==> config.mk <==
export PLATFORM = sky130hd
export DESIGN_NAME = sseg_scan_bcd
export DESIGN_NICKNAME = d
export VERILOG_FILES = /design/src/rtl/sseg_scan_bcd.sv
export SDC_FILE = /design/constraint.sdc
export NUM_CORES = 1
export LEC_CHECK = 0
export CORE_ASPECT_RATIO = 2
export CORE_MARGIN = 4
export CORE_UTILIZATION = 55
export CTS_CLUSTER_SIZE = 24
export DETAILED_ROUTE_END_ITERATION = 16
export GPL_ROUTABILITY_DRIVEN = 0
export PLACE_DENSITY = 0.86
export SLEW_MARGIN = 20
export SYNTH_ARGS = -nofsm -noshare
export SYNTH_HDL_FRONTEND = slang
export SYNTH_SLANG_ARGS = --single-unit
==> constraint.sdc <==
create_clock -name clk -period 4.3 [get_ports clk]
set_clock_uncertainty 0.2 [all_clocks]
set_input_delay 1.075 -clock clk [delete_from_list [all_inputs] [get_ports clk]]
set_output_delay 1.075 -clock clk [all_outputs]
set_load 0.1 [all_outputs]
==> src/rtl/sseg_scan_bcd.sv <==
`default_nettype none
// ============================================================================
//  Module   : sseg_scan_bcd
//  Purpose  : N-digit multiplexed common-anode seven-segment driver with a
//             sequential shift-add-3 binary-to-BCD converter, hex pass-through,
//             leading-zero blanking, per-digit decimal points and overflow
//             indication (all digits show "-").
//  Ports    : clk, reset (async, active-high)
//             i_value/i_load/i_hex_mode : value capture (hex_mode sampled w/ load)
//             i_blank_lz, i_dp_in       : live display controls
//             i_brightness              : dimming level (only with SSEG_DIM_EN)
//             o_busy, o_overflow        : converter status
//             o_seg_n, o_dp_n, o_an_n   : registered active-low display pins
//  Options  : `define SSEG_DIM_EN adds i_brightness anode-PWM dimming.
//  Revision : 1.0 - initial release
// ============================================================================
module sseg_scan_bcd #(
  parameter int NUM_DIGITS = 4,
  parameter int BIN_W      = 14,
  parameter int REFRESH_W  = 18
) (
  input  logic                  clk,
  input  logic                  reset,
  input  logic [BIN_W-1:0]      i_value,
  input  logic                  i_load,
  input  logic                  i_hex_mode,
  input  logic                  i_blank_lz,
  input  logic [NUM_DIGITS-1:0] i_dp_in,
`ifdef SSEG_DIM_EN
  input  logic [3:0]            i_brightness,
`endif
  output logic                  o_busy,
  output logic                  o_overflow,
  output logic [6:0]            o_seg_n,
  output logic                  o_dp_n,
  output logic [NUM_DIGITS-1:0] o_an_n
);

  localparam int c_DW = 4 * NUM_DIGITS;
  localparam int c_IW = $clog2(NUM_DIGITS);
  localparam int c_CW = $clog2(BIN_W + 1);

  typedef enum logic [1:0] {
    S_IDLE   = 2'd0,
    S_SHIFT  = 2'd1,
    S_COMMIT = 2'd2
  } state_t;

  state_t              r_state;
  state_t              w_state_nxt;
  logic [BIN_W-1:0]    r_bin;
  logic [c_DW-1:0]     r_bcd;
  logic [c_CW-1:0]     r_cnt;
  logic                r_sticky;
  logic [c_DW-1:0]     r_disp;
  logic                r_overflow;
  logic [REFRESH_W-1:0] r_refresh;
  logic [c_IW-1:0]     r_idx;
  logic [6:0]          r_seg_n;
  logic                r_dp_n;
  logic [NUM_DIGITS-1:0] r_an_n;

  logic [c_DW-1:0]     w_adj;
  logic [c_DW-1:0]     w_hex;
  logic                w_hex_ovf;
  logic [NUM_DIGITS-1:0] w_nz;
  logic [3:0]          w_digit;
  logic                w_dp;
  logic                w_blank;
  logic [6:0]          w_seg;
  logic [NUM_DIGITS-1:0] w_an_sel;
  logic [NUM_DIGITS-1:0] w_an;

  // Hex pass-through: zero-extend or truncate to the display width.
  generate
    if (BIN_W > c_DW) begin : g_hex_trunc
      assign w_hex     = i_value[c_DW-1:0];
      assign w_hex_ovf = |i_value[BIN_W-1:c_DW];
    end else if (BIN_W == c_DW) begin : g_hex_exact
      assign w_hex     = i_value;
      assign w_hex_ovf = 1'b0;
    end else begin : g_hex_ext
      assign w_hex     = {{(c_DW-BIN_W){1'b0}}, i_value};
      assign w_hex_ovf = 1'b0;
    end
  endgenerate

  // ---------------------------------------------------------------- FSM
  always_ff @(posedge clk or posedge reset) begin
    if (reset) r_state <= S_IDLE;
    else       r_state <= w_state_nxt;
  end

  always_comb begin
    w_state_nxt = r_state;
    case (r_state)
      S_IDLE:   if (i_load && !i_hex_mode) w_state_nxt = S_SHIFT;
      S_SHIFT:  if (r_cnt == c_CW'(1))     w_state_nxt = S_COMMIT;
      S_COMMIT: w_state_nxt = S_IDLE;
      default:  w_state_nxt = S_IDLE;
    endcase
  end

  // Add-3 correction applied to every nibble before the shift.
  always_comb begin
    w_adj = r_bcd;
    for (int i = 0; i < NUM_DIGITS; i++) begin
      if (r_bcd[4*i +: 4] >= 4'd5) w_adj[4*i +: 4] = r_bcd[4*i +: 4] + 4'd3;
    end
  end

  // ---------------------------------------------------------- datapath
  always_ff @(posedge clk or posedge reset) begin
    if (reset) begin
      r_bin      <= '0;
      r_bcd      <= '0;
      r_cnt      <= '0;
      r_sticky   <= 1'b0;
      r_disp     <= '0;
      r_overflow <= 1'b0;
    end else begin
      case (r_state)
        S_IDLE: begin
          if (i_load) begin
            if (i_hex_mode) begin
              r_disp     <= w_hex;
              r_overflow <= w_hex_ovf;
            end else begin
              r_bin    <= i_value;
              r_bcd    <= '0;
              r_cnt    <= c_CW'(BIN_W);
              r_sticky <= 1'b0;
            end
          end
        end
        S_SHIFT: begin
          // A 1 leaving the top nibble means the value needs another digit.
          r_bcd    <= {w_adj[c_DW-2:0], r_bin[BIN_W-1]};
          r_bin    <= r_bin << 1;
          r_sticky <= r_sticky | w_adj[c_DW-1];
          r_cnt    <= r_cnt - c_CW'(1);
        end
        S_COMMIT: begin
          r_disp     <= r_bcd;
          r_overflow <= r_sticky;
        end
        default: ;
      endcase
    end
  end

  // -------------------------------------------------------------- scan
  always_ff @(posedge clk or posedge reset) begin
    if (reset) begin
      r_refresh <= '0;
      r_idx     <= '0;
    end else begin
      r_refresh <= r_refresh + REFRESH_W'(1);
      if (&r_refresh) begin
        if (r_idx == c_IW'(NUM_DIGITS - 1)) r_idx <= '0;
        else                                r_idx <= r_idx + c_IW'(1);
      end
    end
  end

  // Explicit compare-mux keeps unused index codes (non-power-of-2 counts)
  // from selecting out-of-range nibbles.
  always_comb begin
    w_digit = 4'd0;
    w_dp    = 1'b0;
    for (int i = 0; i < NUM_DIGITS; i++) begin
      w_nz[i] = |r_disp[4*i +: 4];
      if (r_idx == c_IW'(i)) begin
        w_digit = r_disp[4*i +: 4];
        w_dp    = i_dp_in[i];
      end
    end
  end

  // Blank when this digit and every more-significant digit is zero.
  assign w_blank = i_blank_lz && (r_idx != '0) && !(|(w_nz >> r_idx));

  function automatic logic [6:0] f_decode(input logic [3:0] d);
    case (d)
      4'h0: f_decode = 7'b0000001;  4'h1: f_decode = 7'b1001111;
      4'h2: f_decode = 7'b0010010;  4'h3: f_decode = 7'b0000110;
      4'h4: f_decode = 7'b1001100;  4'h5: f_decode = 7'b0100100;
      4'h6: f_decode = 7'b0100000;  4'h7: f_decode = 7'b0001111;
      4'h8: f_decode = 7'b0000000;  4'h9: f_decode = 7'b0000100;
      4'hA: f_decode = 7'b0001000;  4'hB: f_decode = 7'b1100000;
      4'hC: f_decode = 7'b0110001;  4'hD: f_decode = 7'b1000010;
      4'hE: f_decode = 7'b0110000;  default: f_decode = 7'b0111000;
    endcase
  endfunction

  always_comb begin
    if (r_overflow)   w_seg = 7'b1111110;
    else if (w_blank) w_seg = 7'b1111111;
    else              w_seg = f_decode(w_digit);
  end

  assign w_an_sel = ~(NUM_DIGITS'(1) << r_idx);

`ifdef SSEG_DIM_EN
  // PWM the anode within each dwell using the top refresh bits.
  assign w_an = (r_refresh[REFRESH_W-1 -: 4] <= i_brightness) ? w_an_sel : '1;
`else
  assign w_an = w_an_sel;
`endif

  always_ff @(posedge clk or posedge reset) begin
    if (reset) begin
      r_seg_n <= 7'b0000001;
      r_dp_n  <= 1'b1;
      r_an_n  <= ~NUM_DIGITS'(1);
    end else begin
      r_seg_n <= w_seg;
      r_dp_n  <= ~w_dp;
      r_an_n  <= w_an;
    end
  end

  assign o_busy     = (r_state != S_IDLE);
  assign o_overflow = r_overflow;
  assign o_seg_n    = r_seg_n;
  assign o_dp_n     = r_dp_n;
  assign o_an_n     = r_an_n;

endmodule
`default_nettype wire

==> impl_metrics.yaml <==
logic_synthesis:
  yosysSeqAreaShare: 0.494
  fraction_of_registers_with_async_set_or_reset_after_synthesis: 1.00
  synth.ff_latch_count: 86
  synth_area_um2: 4370
  postSynthCellCount: 447
  synth_area_leaders: "sky130_fd_sc_hd__dfrtp_1, sky130_fd_sc_hd__ha_1, sky130_fd_sc_hd__nand2_1, sky130_fd_sc_hd__o21ai_0, sky130_fd_sc_hd__dfstp_2"
  avgSynthCellArea_um2: 9.77
  netlist-cell-type-count: 52
  netlist.area_leader.share: 0.464
  synth_ff_type: "sky130_fd_sc_hd__dfrtp_1"
  synth_top_area_cell: "sky130_fd_sc_hd__dfrtp_1"
  synth_enable_flop_cells: 0
  syn_nets: 491
  ys_warn_count: 0
clocking:
  path_clk_slew_ns: 0.06
  cts_made_buffers: 9
  tritoncts_clock_tree: "yes"
  root_driver: "sky130_fd_sc_hd__clkbuf_16"
  cts_buffer_depth: 2
  post_cts_resized: 0
  postCtsHoldBufs: 0
  insertion_delay_ns: 0.34
  postCtsSetupRepairBufs: 0
  cts.sink_count: 86
  cts_max_level: 3
power_and_ir_drop:
  pwr_density_cell_nw_per_um2: 701
  power.ir.vdd_worst_v: 0.000514
  pleak_nw: 2.31
die:
  die_height_um: 134
  floorplan.initialDensity: 0.570
  placeable_core_region_um2: 7660
  pin_count: 37
  floorplan.rows: 45
  die_width_um: 71.0
  die_area_um2: 9520
cells_and_area:
  ant_diodes: 0
  fillers: 584
  areaGrowthSynthToFinish_pct: 18.1
  design.final.nets: 527
  post_route_cells_drive_above_1_share: 0.0861
  final_core_density: 0.674
timing:
  holdWs_ns: 0.273
  final_max_slew_viol_count: 0
  hold_viol_final: 0
  timing.max_slew.rel_slack: 0.350
  fin_crit_ns: 3.39
  achievable-frequency_mhz: 295
  total_setup_violations_reported_at_the_end_of_the_flow: 0
  worstMarginPinSlew_ns: 0.972
  setup-tns-final_ns: 0
  min_period_over_period: 0.788
  fin_ws_ns: 0.910
  grt_setup_unrepaired: "no"
critical_path:
  rrSetupSlack_ns: 1.19
  critical_path_required_ns: 3.02
  timing.reg2reg.worst_path_depth: 11
  worstPathBufferInverterCount: 1
  critical_path_arrival_ns: 2.11
  r2r_startpoint: "r_idx[1]"
  crit_path_top_delay_cell: "sky130_fd_sc_hd__clkdlybuf4s50_1"
  timing.critical_path.to_type: "primary output"
  cp_max_fo: 8
  rr_endpoint: "o_seg_n[1]"
  critPathKind: "reg2out"
  critPathMaxStageDelay_ns: 1.12
  start_kind: "flip-flop"
  crit_path_cell_trace: "or2_2 > clkdlybuf4s50_1"
  cp.depth: 2
  cpLargestDelayFamily: "buffers and inverters"
global_routing:
  number_of_antenna_violations_at_the_first_check_in_global_routing: 0
  grt_first_pass_wirelength_um: 17200
  gr-usage-all-layers: 0.226
  globalRoute.totalOverflow: 0
  vias_in_the_first_global_route: 3734
  grt_max_degree: 68
detailed_routing:
  drt-wirelength-per-cell_um: 17.1
  first_pass_iteration_count_of_the_detailed_router: 5
  drt_wl_total_um: 9930
  drt.antenna.violating_nets: 0
  detail_route.vias_per_cell: 6.04
  drt_iter0_markers: 241
  vias: 3514
  detail_route.drc_violations: 0
worst_hold_path:
  holdCritPathClass: "reg2reg"
  worst_hold_startpoint: "r_refresh[14]"
  worstHoldEndpoint: "r_refresh[14]"
  min_delay_path_depth: 1
status:
  status: "finished, final reports clean"
placed_design:
  hpwl_um: 7080
  place_worst_setup_slack_ns: 1.16
  io_buffer_count: 36
job:
  drv.max_cap_violation_count: 0
[area by class of cell]
cell class                      count  area [um2]  area share
Inverter                           28         108      0.0209
Multi-Input combinational cell    317        2040       0.396
Tap cell                           94         118      0.0228
Clock buffer                       13         270      0.0524
Sequential cell                    86        2160       0.418
Timing Repair Buffer               41         398      0.0771
Clock inverter                      3        65.1      0.0126
[cells by family after synthesis]
family	synth area share
flops	0.494
mux	0.0212
simple gates	0.166
fa+ha+maj	0.0602
compound gates	0.168
buf+inv	0.0401
xor+xnor	0.0501
[sequential cells by signal, summed over array words and instances, names as in the netlist, 2 cells and up]
| name | count |
|---|---|
| r_bcd | 16 |
| r_idx | 2 |
| r_refresh | 18 |
| r_cnt | 4 |
| o_an_n | 4 |
| r_state | 2 |
| r_bin | 14 |
| r_disp | 16 |
| o_seg_n | 7 |
[how the worst max path moves through the flow]
| stage | from | to | slack (ns) |
|---|---|---|---|
| detailed placement | i_hex_mode | r_bcd[3] | 1.16 |
| floorplan | reset | o_an_n[0] | 0.81 |
| global route | r_state[1] | o_busy | 0.87 |
| finish | r_state[1] | o_busy | 0.91 |
| global placement | i_hex_mode | r_bcd[3] | 1.20 |
| CTS | r_state[1] | o_busy | 0.93 |
[synth_stat cells, types with 3 or more instances]
library cell	n
sky130_fd_sc_hd__nand3_1	9
sky130_fd_sc_hd__xnor2_1	15
sky130_fd_sc_hd__nor3_1	7
sky130_fd_sc_hd__a211oi_1	3
sky130_fd_sc_hd__a22o_1	4
sky130_fd_sc_hd__nor2_1	33
sky130_fd_sc_hd__o22ai_1	6
sky130_fd_sc_hd__and4_1	3
sky130_fd_sc_hd__o211ai_1	4
sky130_fd_sc_hd__a21oi_1	23
sky130_fd_sc_hd__a31oi_1	14
sky130_fd_sc_hd__inv_1	28
sky130_fd_sc_hd__nor4_1	5
sky130_fd_sc_hd__nand2_1	62
sky130_fd_sc_hd__xor2_1	10
sky130_fd_sc_hd__ha_1	21
sky130_fd_sc_hd__nand4_1	3
sky130_fd_sc_hd__nand2b_1	7
sky130_fd_sc_hd__clkbuf_1	13
sky130_fd_sc_hd__dfrtp_1	81
sky130_fd_sc_hd__a32o_1	4
sky130_fd_sc_hd__or2b_1	3
sky130_fd_sc_hd__o21ai_0	30
sky130_fd_sc_hd__dfstp_2	5
sky130_fd_sc_hd__mux2i_1	7
sky130_fd_sc_hd__and3_1	6
sky130_fd_sc_hd__o31ai_1	5
[worst register-to-register path, cell delays in order, from the launching register on]
cell	delay [ns]
sky130_fd_sc_hd__dfrtp_1	0.42
sky130_fd_sc_hd__inv_1	0.09
sky130_fd_sc_hd__ha_1	0.46
sky130_fd_sc_hd__nor2b_4	0.14
sky130_fd_sc_hd__a22o_1	0.21
sky130_fd_sc_hd__o221ai_1	0.50
sky130_fd_sc_hd__inv_1	0.20
sky130_fd_sc_hd__ha_1	0.28
sky130_fd_sc_hd__inv_1	0.09
sky130_fd_sc_hd__nor3_1	0.07
sky130_fd_sc_hd__o21ai_0	0.18
sky130_fd_sc_hd__o211ai_1	0.11
[metal layers]
metal  up-vias  share of wire  global-route usage
met2       132           0.55               0.407
met4         0          0.038               0.124
met1      1709           0.37               0.240
li1       1638              -                   -
met5         -              0                   0
met3        35          0.041              0.0450
[power by group]
group          internal, mW  switching (mW)  leakage, nW  total, mW
clock                 0.555           0.304        0.166      0.859
sequential             1.07           0.221         1.08       1.29
combinational         0.512           0.950         1.07       1.46
[layout by cell type, fill, tap and decap left out, types with 14 or more instances in the layout]
cell type and count:
sky130_fd_sc_hd__a21oi_1 22, sky130_fd_sc_hd__a31oi_1 14, sky130_fd_sc_hd__clkdlybuf4s50_1 36, sky130_fd_sc_hd__dfrtp_1 81, sky130_fd_sc_hd__ha_1 21, sky130_fd_sc_hd__inv_1 27, sky130_fd_sc_hd__nand2_1 62, sky130_fd_sc_hd__nor2_1 33
sky130_fd_sc_hd__o21ai_0 30, sky130_fd_sc_hd__xnor2_1 15
[stage by stage]
step / total power, mW / std cells / instance area (um2)
finish: 3.62 / 582 / 5160
global route: 3.84 / 582 / 5160
floorplan: 2.36 / 447 / 4370
CTS: 3.61 / 582 / 5150
detailed placement: 2.73 / 566 / 4820
global placement: 2.66 / 566 / 4820
Power figures use the tool's default switching activity.
